<file path="config.mk">
export PLATFORM = sky130hd
export DESIGN_NAME = i2c_slave_fsm_flat
export DESIGN_NICKNAME = d
export VERILOG_FILES = /design/src/rtl/i2c_slave_fsm_if.sv /design/src/rtl/i2c_slave_fsm.sv /design/src/flat_wrapper.sv
export SDC_FILE = /design/constraint.sdc
export NUM_CORES = 1
export LEC_CHECK = 0
export CAP_MARGIN = 20
export CORE_MARGIN = 3
export CORE_UTILIZATION = 40
export DETAILED_ROUTE_END_ITERATION = 8
export HOLD_SLACK_MARGIN = 0.03
export PLACE_DENSITY = 0.72
export SLEW_MARGIN = 5
export SYNTH_ARGS = -nofsm -noshare
export SYNTH_HDL_FRONTEND = slang
export SYNTH_SLANG_ARGS = --single-unit
</file>
<file path="constraint.sdc">
create_clock -name clk -period 2.9 [get_ports clk]
set_clock_uncertainty 0.15 [all_clocks]
set_input_delay 0.58 -clock clk [delete_from_list [all_inputs] [get_ports clk]]
set_output_delay 0.58 -clock clk [all_outputs]
set_load 0.05 [all_outputs]
</file>
<file path="src/rtl/i2c_slave_fsm_if.sv">
// Open-drain I2C bus plus the byte-side handshake of the slave target.
// SDA is a wired-AND: any side pulling low wins, otherwise the pull-up holds it high.
`timescale 1ns/1ps

interface i2c_slave_fsm_if;
  logic       i2c_scl;
  logic       i2c_sda;
  logic       master_sda_oe;
  logic       sda_oe;
  logic [7:0] tx_data;
  logic [7:0] rx_data;
  logic       rx_valid;
  logic       tx_req;
  logic       addr_match;
  logic       busy;

  assign i2c_sda = ~(sda_oe | master_sda_oe);

  modport slave (
    input  i2c_scl,
    input  i2c_sda,
    input  tx_data,
    output sda_oe,
    output rx_data,
    output rx_valid,
    output tx_req,
    output addr_match,
    output busy
  );

  modport master (
    output i2c_scl,
    output master_sda_oe,
    output tx_data,
    input  i2c_sda,
    input  sda_oe,
    input  rx_data,
    input  rx_valid,
    input  tx_req,
    input  addr_match,
    input  busy
  );
endinterface

</file>
<file path="src/rtl/i2c_slave_fsm.sv">
// I2C slave target: oversamples SCL/SDA, detects START/STOP, ACKs its 7-bit address,
// receives write bytes onto rx_data and shifts out read bytes taken from tx_data.
`timescale 1ns/1ps

module i2c_slave_fsm #(
  parameter logic [6:0] SLAVE_ADDR = 7'h48
) (
  input logic            clk,
  input logic            reset_n,
  i2c_slave_fsm_if.slave bus
);

  typedef enum logic [2:0] {
    IDLE,
    ADDR,
    ADDR_ACK,
    WR_DATA,
    WR_ACK,
    RD_DATA,
    RD_ACK,
    WAIT_STOP
  } state_t;

  logic       scl_s1_q, scl_s2_q, scl_prev_q;
  logic       sda_s1_q, sda_s2_q, sda_prev_q;

  state_t     state_q, state_d;
  logic [2:0] bit_cnt_q, bit_cnt_d;
  logic [7:0] shift_q, shift_d;
  logic       phase_q, phase_d;
  logic       rw_q, rw_d;
  logic       sda_oe_q, sda_oe_d;
  logic [7:0] rx_data_q, rx_data_d;
  logic       rx_valid_q, rx_valid_d;
  logic       tx_req_q, tx_req_d;
  logic       addr_match_q, addr_match_d;
  logic       busy_q, busy_d;

  logic       scl_rise, scl_fall;
  logic       start_det, stop_det;
  logic [7:0] byte_in;

  // Bus conditions are judged on the second synchronizer stage against its previous value.
  assign scl_rise  = scl_s2_q & ~scl_prev_q;
  assign scl_fall  = ~scl_s2_q & scl_prev_q;
  assign start_det = scl_s2_q & scl_prev_q & sda_prev_q & ~sda_s2_q;
  assign stop_det  = scl_s2_q & scl_prev_q & ~sda_prev_q & sda_s2_q;
  assign byte_in   = {shift_q[6:0], sda_s2_q};

  always_comb begin
    state_d      = state_q;
    bit_cnt_d    = bit_cnt_q;
    shift_d      = shift_q;
    phase_d      = phase_q;
    rw_d         = rw_q;
    sda_oe_d     = sda_oe_q;
    rx_data_d    = rx_data_q;
    rx_valid_d   = 1'b0;
    tx_req_d     = 1'b0;
    addr_match_d = addr_match_q;

    if (stop_det) begin
      state_d      = IDLE;
      sda_oe_d     = 1'b0;
      addr_match_d = 1'b0;
      phase_d      = 1'b0;
    end else if (start_det) begin
      state_d      = ADDR;
      sda_oe_d     = 1'b0;
      addr_match_d = 1'b0;
      phase_d      = 1'b0;
      bit_cnt_d    = 3'd0;
    end else begin
      case (state_q)
        IDLE: begin
          sda_oe_d = 1'b0;
        end

        ADDR: begin
          if (scl_rise) begin
            shift_d   = byte_in;
            bit_cnt_d = bit_cnt_q + 3'd1;
            if (bit_cnt_q == 3'd7) begin
              bit_cnt_d = 3'd0;
              rw_d      = byte_in[0];
              phase_d   = 1'b0;
              // The general-call address is never claimed, whatever SLAVE_ADDR is set to.
              if ((byte_in[7:1] == SLAVE_ADDR) && (byte_in[7:1] != 7'h00))
                state_d = ADDR_ACK;
              else
                state_d = WAIT_STOP;
            end
          end
        end

        ADDR_ACK: begin
          if (scl_fall) begin
            if (!phase_q) begin
              sda_oe_d     = 1'b1;
              addr_match_d = 1'b1;
              phase_d      = 1'b1;
            end else begin
              phase_d   = 1'b0;
              bit_cnt_d = 3'd0;
              if (rw_q) begin
                shift_d  = bus.tx_data;
                tx_req_d = 1'b1;
                sda_oe_d = ~bus.tx_data[7];
                state_d  = RD_DATA;
              end else begin
                sda_oe_d = 1'b0;
                state_d  = WR_DATA;
              end
            end
          end
        end

        WR_DATA: begin
          if (scl_rise) begin
            shift_d   = byte_in;
            bit_cnt_d = bit_cnt_q + 3'd1;
            if (bit_cnt_q == 3'd7) begin
              bit_cnt_d  = 3'd0;
              rx_data_d  = byte_in;
              rx_valid_d = 1'b1;
              phase_d    = 1'b0;
              state_d    = WR_ACK;
            end
          end
        end

        WR_ACK: begin
          if (scl_fall) begin
            if (!phase_q) begin
              sda_oe_d = 1'b1;
              phase_d  = 1'b1;
            end else begin
              sda_oe_d  = 1'b0;
              phase_d   = 1'b0;
              bit_cnt_d = 3'd0;
              state_d   = WR_DATA;
            end
          end
        end

        // Bit 7 is already on the wire on entry; falls 1-7 present bits 6..0, fall 8 releases.
        RD_DATA: begin
          if (scl_fall) begin
            if (bit_cnt_q == 3'd7) begin
              sda_oe_d  = 1'b0;
              bit_cnt_d = 3'd0;
              phase_d   = 1'b0;
              state_d   = RD_ACK;
            end else begin
              shift_d   = {shift_q[6:0], 1'b0};
              sda_oe_d  = ~shift_q[6];
              bit_cnt_d = bit_cnt_q + 3'd1;
            end
          end
        end

        RD_ACK: begin
          if (!phase_q) begin
            if (scl_rise) begin
              if (sda_s2_q)
                state_d = WAIT_STOP;
              else
                phase_d = 1'b1;
            end
          end else if (scl_fall) begin
            phase_d   = 1'b0;
            bit_cnt_d = 3'd0;
            shift_d   = bus.tx_data;
            tx_req_d  = 1'b1;
            sda_oe_d  = ~bus.tx_data[7];
            state_d   = RD_DATA;
          end
        end

        WAIT_STOP: begin
          sda_oe_d = 1'b0;
        end

        default: begin
          state_d  = IDLE;
          sda_oe_d = 1'b0;
        end
      endcase
    end

    busy_d = (state_d != IDLE);
  end

  // Synchronizers reset to the idle-high bus level so reset release never looks like a START.
  always_ff @(posedge clk or negedge reset_n) begin
    if (!reset_n) begin
      scl_s1_q     <= 1'b1;
      scl_s2_q     <= 1'b1;
      scl_prev_q   <= 1'b1;
      sda_s1_q     <= 1'b1;
      sda_s2_q     <= 1'b1;
      sda_prev_q   <= 1'b1;
      state_q      <= IDLE;
      bit_cnt_q    <= 3'd0;
      shift_q      <= 8'h00;
      phase_q      <= 1'b0;
      rw_q         <= 1'b0;
      sda_oe_q     <= 1'b0;
      rx_data_q    <= 8'h00;
      rx_valid_q   <= 1'b0;
      tx_req_q     <= 1'b0;
      addr_match_q <= 1'b0;
      busy_q       <= 1'b0;
    end else begin
      scl_s1_q     <= bus.i2c_scl;
      scl_s2_q     <= scl_s1_q;
      scl_prev_q   <= scl_s2_q;
      sda_s1_q     <= bus.i2c_sda;
      sda_s2_q     <= sda_s1_q;
      sda_prev_q   <= sda_s2_q;
      state_q      <= state_d;
      bit_cnt_q    <= bit_cnt_d;
      shift_q      <= shift_d;
      phase_q      <= phase_d;
      rw_q         <= rw_d;
      sda_oe_q     <= sda_oe_d;
      rx_data_q    <= rx_data_d;
      rx_valid_q   <= rx_valid_d;
      tx_req_q     <= tx_req_d;
      addr_match_q <= addr_match_d;
      busy_q       <= busy_d;
    end
  end

  assign bus.sda_oe     = sda_oe_q;
  assign bus.rx_data    = rx_data_q;
  assign bus.rx_valid   = rx_valid_q;
  assign bus.tx_req     = tx_req_q;
  assign bus.addr_match = addr_match_q;
  assign bus.busy       = busy_q;

endmodule

</file>
<file path="src/flat_wrapper.sv">
// flat-port wrapper written by rule: the top's interface ports become plain ports
module i2c_slave_fsm_flat 
#(
  parameter logic [6:0] SLAVE_ADDR = 7'h48
)
  (clk, reset_n, bus_i2c_scl, bus_tx_data, bus_sda_oe, bus_rx_data, bus_rx_valid, bus_tx_req, bus_addr_match, bus_busy);
  i2c_slave_fsm_if bus_i ();
  input logic clk;
  input logic reset_n;
  input wire logic [$bits(bus_i.i2c_scl)-1:0] bus_i2c_scl;
  input wire logic [$bits(bus_i.tx_data)-1:0] bus_tx_data;
  output wire logic [$bits(bus_i.sda_oe)-1:0] bus_sda_oe;
  output wire logic [$bits(bus_i.rx_data)-1:0] bus_rx_data;
  output wire logic [$bits(bus_i.rx_valid)-1:0] bus_rx_valid;
  output wire logic [$bits(bus_i.tx_req)-1:0] bus_tx_req;
  output wire logic [$bits(bus_i.addr_match)-1:0] bus_addr_match;
  output wire logic [$bits(bus_i.busy)-1:0] bus_busy;
  assign bus_i.i2c_scl = bus_i2c_scl;
  assign bus_i.tx_data = bus_tx_data;
  assign bus_sda_oe = bus_i.sda_oe;
  assign bus_rx_data = bus_i.rx_data;
  assign bus_rx_valid = bus_i.rx_valid;
  assign bus_tx_req = bus_i.tx_req;
  assign bus_addr_match = bus_i.addr_match;
  assign bus_busy = bus_i.busy;
  i2c_slave_fsm #(.SLAVE_ADDR(SLAVE_ADDR)) u_core (.clk(clk), .reset_n(reset_n), .bus(bus_i));
endmodule
</file>
==> metrics.md, run 1 <==
| Metric | Value |
|---|---|
| Starting Density | `between 40% and 50%` |
| FF-to-FF End | `u_core.shift_q[0]$_DFFE_PN0P_` |
| Net switching power | `a little over 400 uW` |
| Flop pwr share | `a little over two fifths` |
| Global-route usage over all layers | `approximately 16%` |
| Mean number of vias per cell | `roughly 5.6` |
| Post-CTS sizing | `0` |
| Largest net degree at the start of global routing | `35` |
| Avg Cell Area, Syn | `10.4 sq um` |
| PD cells | `about 660 nW/um^2` |
| CP Cell Sequence | `ha_1 -> ha_1 -> nor2_1 -> o21ai_1 -> a2111oi_4 -> mux2_2` |
| Clk Latency, worst-skew pair | `around 300 ps` |
| Gpl congestion | `about 0.94` |
| Period utilization | `between 80% and 90%` |
| Hold Path Class | `reg -> reg` |
| Setup TNS | `0 ps` |
| Kind of critical path | `reg -> reg` |
| N_diodes | `0` |
| Post-synth EDFFs | `0` |
| Area of the die | `5260 sq um` |
| WP data required | `approximately 2900 ps` |
| Family with the most delay on the worst path | `compound AO/OA/AOI/OAI gates` |
| Unrepaired setup endpoints after global routing | `false` |
| Post-CTS Setup Bufs | `0` |
| Top-level port count | `24` |
| Worst setup EP type | `flip-flop` |
| Hold Fails Final Rpt | `0` |
| Final Setup Violations | `0` |
| Sw Ratio | `27.8%` |
| Pre-Repair DR Iteration Count | `4` |
| Fraction of the mapped netlist area in simple logic gates | `between 10% and 20%` |
| Clk slew on worst S/H paths | `~80 ps` |
| Vias | `roughly 1,400` |
| Dominant combinational cell family by area after synthesis | `simple AND/OR/NAND/NOR gates` |
| # fillers | `~380` |
| Post-synthesis mux area share | `14.6%` |
| Top cell by count, worst path | `ha_1` |
| Cells after Synth | `approximately 170` |
| Slowest cell on crit path | `a2111oi_4` |
| Antenna violations before repair | `0` |
| Clk buf depth | `2` |
| Fmax | `around 410 MHz` |
| Clock power frac | `between 30% and 40%` |
| DR iter-0 viols | `100` |
| Cts-stage hold buffer count | `0` |
| Sequential cell area | `~860 sq um` |
| Worst Tran Pin Value | `just under 600 ps` |
| First-pass GRT wire length | `~6.3 mm` |
| Row count | `23` |
| Core Area | `approximately 4100 sq um` |
| Slowest stage delay, CP | `610 ps` |
| Crit path arrival time | `around 2500 ps` |
| Yosys warnings | `1` |
| Final ANT Viol Nets | `0` |
| Post-synthesis adder-cell area fraction | `roughly 1.4%` |
| Pint | `between 1000 and 1500 uW` |
| R2R setup slack | `approximately 470 ps` |
| Clock tree sinks | `34` |
| Worst Path Buf+Inv | `0` |
| Top FF cell, synth | `dfrtp_1` |
| Max Slew Vio Count | `0` |
| Min-delay src | `u_core.scl_s1_q$_DFF_PN1_` |
| Synth unique cells | `42` |
| Depth of the most critical reg-to-reg path | `6` |
| CP startpoint kind | `flip-flop` |
| HPWL after DPL | `roughly 2.6 mm` |
| Cells on Worst Hold Path | `0` |
| Hold endpoint | `u_core.scl_s2_q$_DFF_PN1_` |
| XOR/XNOR Fraction of Synth Area | `0.495%` |
| Yosys reg bits | `34` |
| Die Y | `around 73 microns` |
| Clock H-tree levels | `2` |
| Static Leak | `between 0.0009 and 0.001 uW` |
| Syn_nets | `about 180` |
| CP Max Fanout | `10` |
| Post-synthesis sequential area ratio | `between 40% and 50%` |
| Hold Slack | `~210 ps` |
| CTS Buf Count | `5` |
| Share of layout cells above drive strength 1 | `between 20% and 30%` |
| Post-layout min period | `approximately 2400 ps` |
| Die X | `about 73 microns` |
| Vias in the first global route | `between 1,000 and 1,500` |
| Remaining DRCs | `0` |
| Slew HR | `between 60% and 70%` |
| CTS tree | `yes` |
| # nets final | `211` |
| Syn Std Cell Area | `around 1800 sq um` |
| Status | `complete, no violations` |
| DRT Wirelength | `approximately 3.8 mm` |
| Routed len/inst | `~15 microns` |
| Peak VDD IR | `about 370 uV` |
| Area Growth Syn to Fin | `24.7%` |
| Compound-Gate Fraction of Synth Area | `between 10% and 20%` |
| Multi-input gate area | `851 sq um` |
| Asr flop ratio synth | `100%` |
| DP Area | `about 2100 sq um` |
| Root Buffer Master | `clkbuf_8` |
| Grt ovf | `0` |
| RR Startpoint | `u_core.bit_cnt_q[0]$_DFFE_PN0P_` |
| Max Cap Viol | `0` |
| I/O Buffers | `23` |
| Design Area, Final | `approximately 2200 sq um` |
| Combinational share of power | `between 20% and 30%` |
kinds of logic (layout without fill, tap and decap cells):
logic type | Yosys count | after routing
AND/OR/NAND/NOR | 60 | 60
AO/OA/AOI/OAI | 35 | 35
flip-flops | 34 | 34
multiplexers | 23 | 23
buffers and inverters | 15 | 43
adder cells (fa/ha/maj) | 2 | 2
other | 1 | 1
XOR/XNOR | 1 | 1
final cells by class:
type | instances | share of cell area, %
Multi-Input combinational cell | 122 | 38.5
Tap cell | 50 | 2.83
Clock buffer | 5 | 3.12
Clock inverter | 3 | 3.12
Inverter | 6 | 1.02
Sequential cell | 34 | 38.9
Timing Repair Buffer | 29 | 12.5
cell usage after synthesis (2+ instances only):
library cell,n,area [sq um]
a31oi_1,4,25.0
nor2_1,15,56.3
nor3_1,4,20.0
dfstp_2,6,158
nand3_1,4,20.0
clkbuf_1,5,18.8
a211oi_1,3,22.5
o41ai_1,2,17.5
inv_1,6,22.5
nand2b_1,4,25.0
nand4_1,2,12.5
nor3b_1,2,15.0
o22ai_1,2,12.5
a21oi_1,5,25.0
dfrtp_1,28,701
ha_1,2,25.0
nand2_1,16,60.1
mux2_2,22,248
nor2b_1,4,25.0
o21ai_0,10,50.1
buf_2,4,20.0
layer usage:
metal  part of all wire [%]  track usage [%]  wire length, microns  up-vias
met4                    2.4             7.79                    92        0
li1                       -                -                     -      665
met2                     45             22.7                  1710       48
met3                    5.8             5.12                   219       11
met5                      0                0                     0        -
met1                     46             20.8                  1750      665
cell usage in the layout, fill, tap and decap left out, types with 3 or more instances in the layout:
master and n:
clkdlybuf4s50_1 23, mux2_2 22, buf_4 6, dfstp_2 6, nor3_1 4, clkbuf_8 5, nand3_1 4, a21oi_1 5
o21ai_0 10, nand2b_1 4, a211oi_1 3, a31oi_1 4, dfrtp_1 28, nor2b_1 4, inv_1 6, nor2_1 15
nand2_1 16
power by group through the flow:
| stage | clock (uW) | sequential [uW] | combinational (uW) |
|---|---|---|---|
| global placement | 0 | 640 | 290 |
| finish | 533 | 633 | 295 |
| detailed placement | 0 | 642 | 295 |
| global route | 567 | 644 | 323 |
| CTS | 546 | 633 | 298 |
| floorplan | 0 | 647 | 185 |
registers in the layout, indices dropped and copies added, names as in the netlist, 3 cells and up:
register            cells
u_core.shift_q          7
u_core.bit_cnt_q        3
u_core.bus.rx_data      8
u_core.state_q          3
through the flow:
step	total power, uW	cells	util, %	setup slack (ps)
CTS	1480	249	53.3	450
global route	1530	249	53.3	278
global placement	930	241	49.9	537
detailed placement	937	241	49.9	480
finish	1460	249	53.3	469
floorplan	832	171	-	603
worst max path at each step:
stage                               startpoint                            end  cells past startpoint
2_1_floorplan  u_core.bit_cnt_q[0]$_DFFE_PN0P_  u_core.shift_q[0]$_DFFE_PN0P_                      7
3_3_place_gp   u_core.bit_cnt_q[0]$_DFFE_PN0P_  u_core.shift_q[3]$_DFFE_PN0P_                      6
3_5_place_dp   u_core.bit_cnt_q[0]$_DFFE_PN0P_  u_core.shift_q[0]$_DFFE_PN0P_                      6
4_1_cts        u_core.bit_cnt_q[0]$_DFFE_PN0P_  u_core.shift_q[0]$_DFFE_PN0P_                      6
5_1_grt        u_core.bit_cnt_q[0]$_DFFE_PN0P_  u_core.shift_q[1]$_DFFE_PN0P_                      6
6_report       u_core.bit_cnt_q[0]$_DFFE_PN0P_  u_core.shift_q[0]$_DFFE_PN0P_                      6
Power figures use the tool's default switching activity.
==> inputs of run 2 (changes only) <==
clock period = 2.3 ns   (was 2.9 ns; I/O delays follow)
==> run 2 against run 1 <==
Die area stayed put. Sequential share of layout area down 0.67 points. Critical endpoint is now u_core.shift_q[6]$_DFFE_PN0P_. Clock power rose by 6.9%. Core utilization is 0.94 points higher. Register-to-register slack worse by 370 ps. Cell count up 3.2%. Routed wire length up 2.0%.
==> metrics.md, run 2 (synthesized netlist as in run 1, its figures left out) <==
| Metric | Value |
|---|---|
| Worst Tran Pin Value | `494 ps (-82.7 ps)` |
| Gpl congestion | `0.945 (+0.33%)` |
| Grt ovf | `0 (unchanged)` |
| Fmax | `454 MHz (+10%)` |
| Status | `complete, no violations` |
| Mean number of vias per cell | `5.46 (-2.1%)` |
| Global-route usage over all layers | `16.0% (+0.37 points)` |
| Static Leak | `0.000962 uW (+3.5%)` |
| DR iter-0 viols | `143 (+43%)` |
| Final ANT Viol Nets | `0 (unchanged)` |
| # nets final | `219 (+3.8%)` |
| Starting Density | `42.7% (unchanged)` |
| # fillers | `375 (-1.1%)` |
| Period utilization | `95.7% (+12 points)` |
| Area Growth Syn to Fin | `26.9%` |
| Most frequent cells in the layout | `28 x dfrtp_1, 23 x clkdlybuf4s50_1, 22 x mux2_2, 16 x nand2_1, 15 x nor2_1` |
| N_diodes | `0 (unchanged)` |
| Clk Latency, worst-skew pair | `290 ps (about the same)` |
| Row count | `23 (unchanged)` |
| Largest net degree at the start of global routing | `35 (unchanged)` |
| First-pass GRT wire length | `6.53 mm (+3.7%)` |
| Vias in the first global route | `1,386 (+6.0%)` |
| Unrepaired setup endpoints after global routing | `false` |
| Vias | `1,404 (+1.1%)` |
| Top-level port count | `24 (unchanged)` |
| HPWL after DPL | `2.76 mm (+7.6%)` |
| CP Max Fanout | `10 (unchanged)` |
| Worst setup EP type | `flip-flop` |
| Clock tree sinks | `34 (unchanged)` |
| Pre-Repair DR Iteration Count | `4 (unchanged)` |
| Clk buf depth | `2 (unchanged)` |
| Post-CTS sizing | `0 (unchanged)` |
| Die Y | `72.5 microns (unchanged)` |
| Most common cell after layout, fill and taps aside | `dfrtp_1` |
| Max Slew Vio Count | `0 (unchanged)` |
| Die X | `72.5 microns (unchanged)` |
| DRT Wirelength | `3.84 mm (+2.0%)` |
| Share of layout cells above drive strength 1 | `26.6% (+2.4 points)` |
| Remaining DRCs | `0 (unchanged)` |
| Peak VDD IR | `380 uV (+4.0%)` |
| CP startpoint kind | `flip-flop` |
| Clock H-tree levels | `2 (unchanged)` |
| Kind of critical path | `reg -> reg` |
| Post-CTS Setup Bufs | `0 (unchanged)` |
| Root Buffer Master | `clkbuf_8` |
| PD cells | `778 nW/um^2 (+18%)` |
| Core Area | `4140 sq um (unchanged)` |
| Final Setup Violations | `0 (unchanged)` |
| Dpl ws | `103 ps (-377 ps)` |
| Max FFs per register | `8 (unchanged)` |
| Slew HR | `66.6% (+5.6 points)` |
| Hold Path Class | `reg -> reg` |
| Final setup margin | `98.4 ps (-370 ps)` |
| WP data required | `2330 ps (-600 ps)` |
| Area of the die | `5260 sq um (unchanged)` |
| Clk slew on worst S/H paths | `70 ps (about the same)` |
| Post-layout min period | `2200 ps (-230 ps)` |
| CTS Buf Count | `5 (unchanged)` |
| Max Cap Viol | `0 (unchanged)` |
| Antenna violations before repair | `0 (unchanged)` |
| Hold Fails Final Rpt | `0 (unchanged)` |
| I/O Buffers | `23 (unchanged)` |
| Setup TNS | `0 ps (unchanged)` |
| Cts-stage hold buffer count | `0 (unchanged)` |
| CTS tree | `yes` |
| Routed len/inst | `15.0 microns (-1.2%)` |
| Crit path arrival time | `2240 ps (-220 ps)` |
run 2: changes by cell type in the layout (fill, tap and decap cells not counted), sizes merged:
cell	previous run	this run
clkinv	1	0
buf	6	14
clkbuf	5	7
bufinv	2	1
run 2: worst paths after layout:
path                       slack, ps                 startpoint  cells after the start                                 to
hold / removal                   210  u_core.sda_s1_q$_DFF_PN1_                      0          u_core.sda_s2_q$_DFF_PN1_
max in group asynchronous       1250                    reset_n                      2          u_core.scl_s1_q$_DFF_PN1_
hold reg to reg                  210  u_core.sda_s1_q$_DFF_PN1_                      0          u_core.sda_s2_q$_DFF_PN1_
min in group asynchronous        410                    reset_n                      2  u_core.bus.rx_data[4]$_DFFE_PN0P_
setup / recovery                 100  u_core.scl_s2_q$_DFF_PN1_                      5      u_core.shift_q[6]$_DFFE_PN0P_
setup reg to reg                 100  u_core.scl_s2_q$_DFF_PN1_                      5      u_core.shift_q[6]$_DFFE_PN0P_
run 2: worst max-delay path: stages, from the launching register on:
cell,delay [ps]
dfstp_2,600
nor3b_2,280
o21ai_1,160
a2111oi_4,350
buf_4,210
mux2_2,340
run 2: power by group:
part | internal [uW] | total (uW) | switching (uW)
combinational | 197 | 378 | 181
clock | 353 | 570 | 217
sequential | 704 | 799 | 94.6
run 2: layout make-up:
type	instances	area, sq um	area share, %
Clock inverter	1	30.0	1.34
Multi-Input combinational cell	122	851	37.9
Sequential cell	34	858	38.2
Timing Repair Buffer	37	335	14.9
Tap cell	50	62.6	2.79
Inverter	6	22.5	1.00
Clock buffer	7	86.3	3.84
run 2: stage by stage:
| stage | cells | area [sq um] | power [uW] | util (%) | hold slack (ps) |
|---|---|---|---|---|---|
| after floorplan | 171 | 1770 | 1050 | - | 14.4 |
| after global placement | 249 | 2130 | 1180 | 51.4 | 196 |
| after detailed placement | 249 | 2130 | 1190 | 51.4 | 197 |
| after CTS | 257 | 2250 | 1760 | 54.2 | 206 |
| after global routing | 257 | 2250 | 1840 | 54.2 | 215 |
| final | 257 | 2250 | 1750 | 54.2 | 206 |
run 2: metal layers:
metal	up-vias	GRT usage, %	share of wire (%)
met5	-	0	0
met4	0	7.38	1.6
met3	9	3.32	3.8
met2	37	23.8	46
met1	677	22.3	49
li1	681	-	-
==> inputs of run 3 (changes only) <==
DONT_BUFFER_PORTS = 1   (was default)
GPL_TIMING_DRIVEN = 1   (was default)
PLACE_DENSITY = 0.65   (was 0.72)
==> run 3 against run 2 <==
Die area unchanged. Total power is 8.2% lower. Worst setup slack better by 5.5 ps. Sequential power is 6.4% higher. First-iteration DRC count down 34%. Routed wire length is 6.6% higher. Cell count shrank 7.8%. Core utilization fell by 5.2 points. Clock-buffer cell count unchanged. Via count fell by 2.9%. Register-to-register slack is essentially flat. Critical path type unchanged. Combinational power shrank 19%.
==> metrics.md, run 3 (synthesized netlist as in run 1, its figures left out) <==
| Metric | Value |
|---|---|
| Status | `complete, no violations` |
| WP data required | `2320 ps (about the same)` |
| Core Area | `4140 sq um (unchanged)` |
| CTS Buf Count | `5 (unchanged)` |
| Starting Density | `42.7% (unchanged)` |
| Pre-Repair DR Iteration Count | `4 (unchanged)` |
| Area of the die | `5260 sq um (unchanged)` |
| Crit path arrival time | `2210 ps (-30 ps)` |
| Hold endpoint | `u_core.sda_s2_q$_DFF_PN1_` |
| Post-layout min period | `2200 ps (-5.46 ps)` |
| HPWL after DPL | `3.05 mm (+11%)` |
| PD cells | `790 nW/um^2 (+1.5%)` |
| Final Core Density | `49.0% (-5.2 points)` |
| Row count | `23 (unchanged)` |
| Clock tree sinks | `34 (unchanged)` |
| Max Cap Viol | `0 (unchanged)` |
| DRT Wirelength | `4.10 mm (+6.6%)` |
| # nets final | `199 (-9.1%)` |
| Setup TNS | `0 ps (unchanged)` |
| Mean number of vias per cell | `5.75 (+5.3%)` |
| RR Startpoint | `u_core.scl_s2_q$_DFF_PN1_` |
| Die X | `72.5 microns (unchanged)` |
| Dpl ws | `127 ps (+23.3 ps)` |
| Final Setup Violations | `0 (unchanged)` |
| First-pass GRT wire length | `7.07 mm (+8.1%)` |
| Met1 usage | `21.2% (-1.1 points)` |
| Gpl congestion | `0.890 (-5.8%)` |
| Power consumption | `1600 uW (-8.2%)` |
| Hold Path Class | `reg -> reg` |
| Clk slew on worst S/H paths | `70 ps (about the same)` |
| DR iter-0 viols | `94 (-34%)` |
| Global-route usage over all layers | `17.8% (+1.8 points)` |
| Kind of critical path | `reg -> reg` |
| Final ANT Viol Nets | `0 (unchanged)` |
| Vias | `1,363 (-2.9%)` |
| Largest net degree at the start of global routing | `35 (unchanged)` |
| Routed len/inst | `17.3 microns (+16%)` |
| Top-level port count | `24 (unchanged)` |
| CP Max Fanout | `10 (unchanged)` |
| Worst setup path startpoint | `u_core.scl_s2_q$_DFF_PN1_` |
| Clk buf depth | `2 (unchanged)` |
| Remaining DRCs | `0 (unchanged)` |
| Share of layout cells above drive strength 1 | `29.9% (+3.4 points)` |
| Clock H-tree levels | `2 (unchanged)` |
| Grt peak-use layer | `met2` |
| Min-delay src | `u_core.sda_s1_q$_DFF_PN1_` |
| Die Y | `72.5 microns (unchanged)` |
| Peak VDD IR | `456 uV (+20%)` |
| Static Leak | `0.000883 uW (-8.1%)` |
| Area Growth Syn to Fin | `14.7%` |
| Cells on Worst Hold Path | `0 (unchanged)` |
| CP startpoint kind | `flip-flop` |
| Max Slew Vio Count | `0 (unchanged)` |
| Vias in the first global route | `1,437 (+3.7%)` |
| FF-to-FF End | `u_core.shift_q[5]$_DFFE_PN0P_` |
| Hold Fails Final Rpt | `0 (unchanged)` |
| Max FFs per register | `8 (unchanged)` |
| Clk Latency, worst-skew pair | `280 ps (about the same)` |
| Antenna violations before repair | `0 (unchanged)` |
| N_diodes | `0 (unchanged)` |
| Worst setup EP type | `flip-flop` |
| CTS tree | `yes` |
| GR Util met3 | `5.96% (+2.6 points)` |
| Root Buffer Master | `clkbuf_8` |
| Period utilization | `95.5% (-0.24 points)` |
| Fmax | `455 MHz (+0.25%)` |
| Final setup margin | `104 ps (+5.46 ps)` |
| # fillers | `417 (+11%)` |
| Met2 usage | `28.6% (+4.7 points)` |
| Most common cell after layout, fill and taps aside | `dfrtp_1` |
| Unrepaired setup endpoints after global routing | `false` |
| Most frequent cells in the layout | `28 x dfrtp_1, 22 x mux2_2, 16 x nand2_1, 15 x nor2_1, 14 x buf_4` |
| Grt ovf | `0 (unchanged)` |
| R2R setup slack | `100 ps (about the same)` |
| Depth of the most critical reg-to-reg path | `5 (unchanged)` |
| I/O Buffers | `0 (-100%)` |
[run 3: cell count changes in the layout (fill, tap and decap cells not counted)]
cell,change
buf_12,+1
clkdlybuf4s50_1,-23
clkinv_2,+1
bufinv_16,-1
dlygate4sd3_1,+2
[run 3: stage by stage]
step | hold WS (ps) | area [sq um] | instances
after detailed placement | 15.3 | 1900 | 226
final | 207 | 2030 | 237
after CTS | 209 | 2030 | 237
after global routing | 216 | 2030 | 237
after global placement | 15.2 | 1900 | 226
after floorplan | 14.4 | 1770 | 171
[run 3: final cells by class]
cell class                      instances  area, sq um  area share [%]
Multi-Input combinational cell        122          851            41.9
Inverter                                6         22.5            1.11
Clock buffer                            7         86.3            4.25
Tap cell                               50         62.6            3.08
Timing Repair Buffer                   17          145            7.15
Sequential cell                        34          858            42.3
Clock inverter                          1         5.00           0.246
[run 3: where the power goes]
group	internal (uW)	switching, uW
sequential	703	146
combinational	173	133
clock	241	207
total	1120	486
[run 3: repair_timing]
| action | CTS | global route |
|---|---|---|
| endpoints found under the setup margin | 0 | 0 |
| hold buffers | 3 | 0 |
| gates resized for setup | 0 | 0 |
| setup buffers | 0 | 0 |
| endpoints found under the hold margin | 35 | 0 |
[run 3: critical path: stages (launching register included)]
cell       delay [ps]
dfstp_2           610
nor3b_2           260
o21ai_1           150
a2111oi_4         360
buf_4             210
mux2_2            340
[run 3: how the worst max path moves through the flow]
stage | end | slack [ps] | cells after the start
2_1_floorplan | u_core.shift_q[0]$_DFFE_PN0P_ | 3 | 7
3_3_place_gp | u_core.shift_q[6]$_DFFE_PN0P_ | 180 | 7
3_5_place_dp | u_core.shift_q[5]$_DFFE_PN0P_ | 130 | 7
4_1_cts | u_core.shift_q[5]$_DFFE_PN0P_ | 110 | 5
5_1_grt | u_core.shift_q[0]$_DFFE_PN0P_ | 20 | 5
6_report | u_core.shift_q[5]$_DFFE_PN0P_ | 100 | 5
[run 3: metal layers]
metal,vias to the layer above,wire (microns)
met2,49,1960
met3,10,259
met1,661,1770
met4,0,106
met5,-,0
li1,643,-
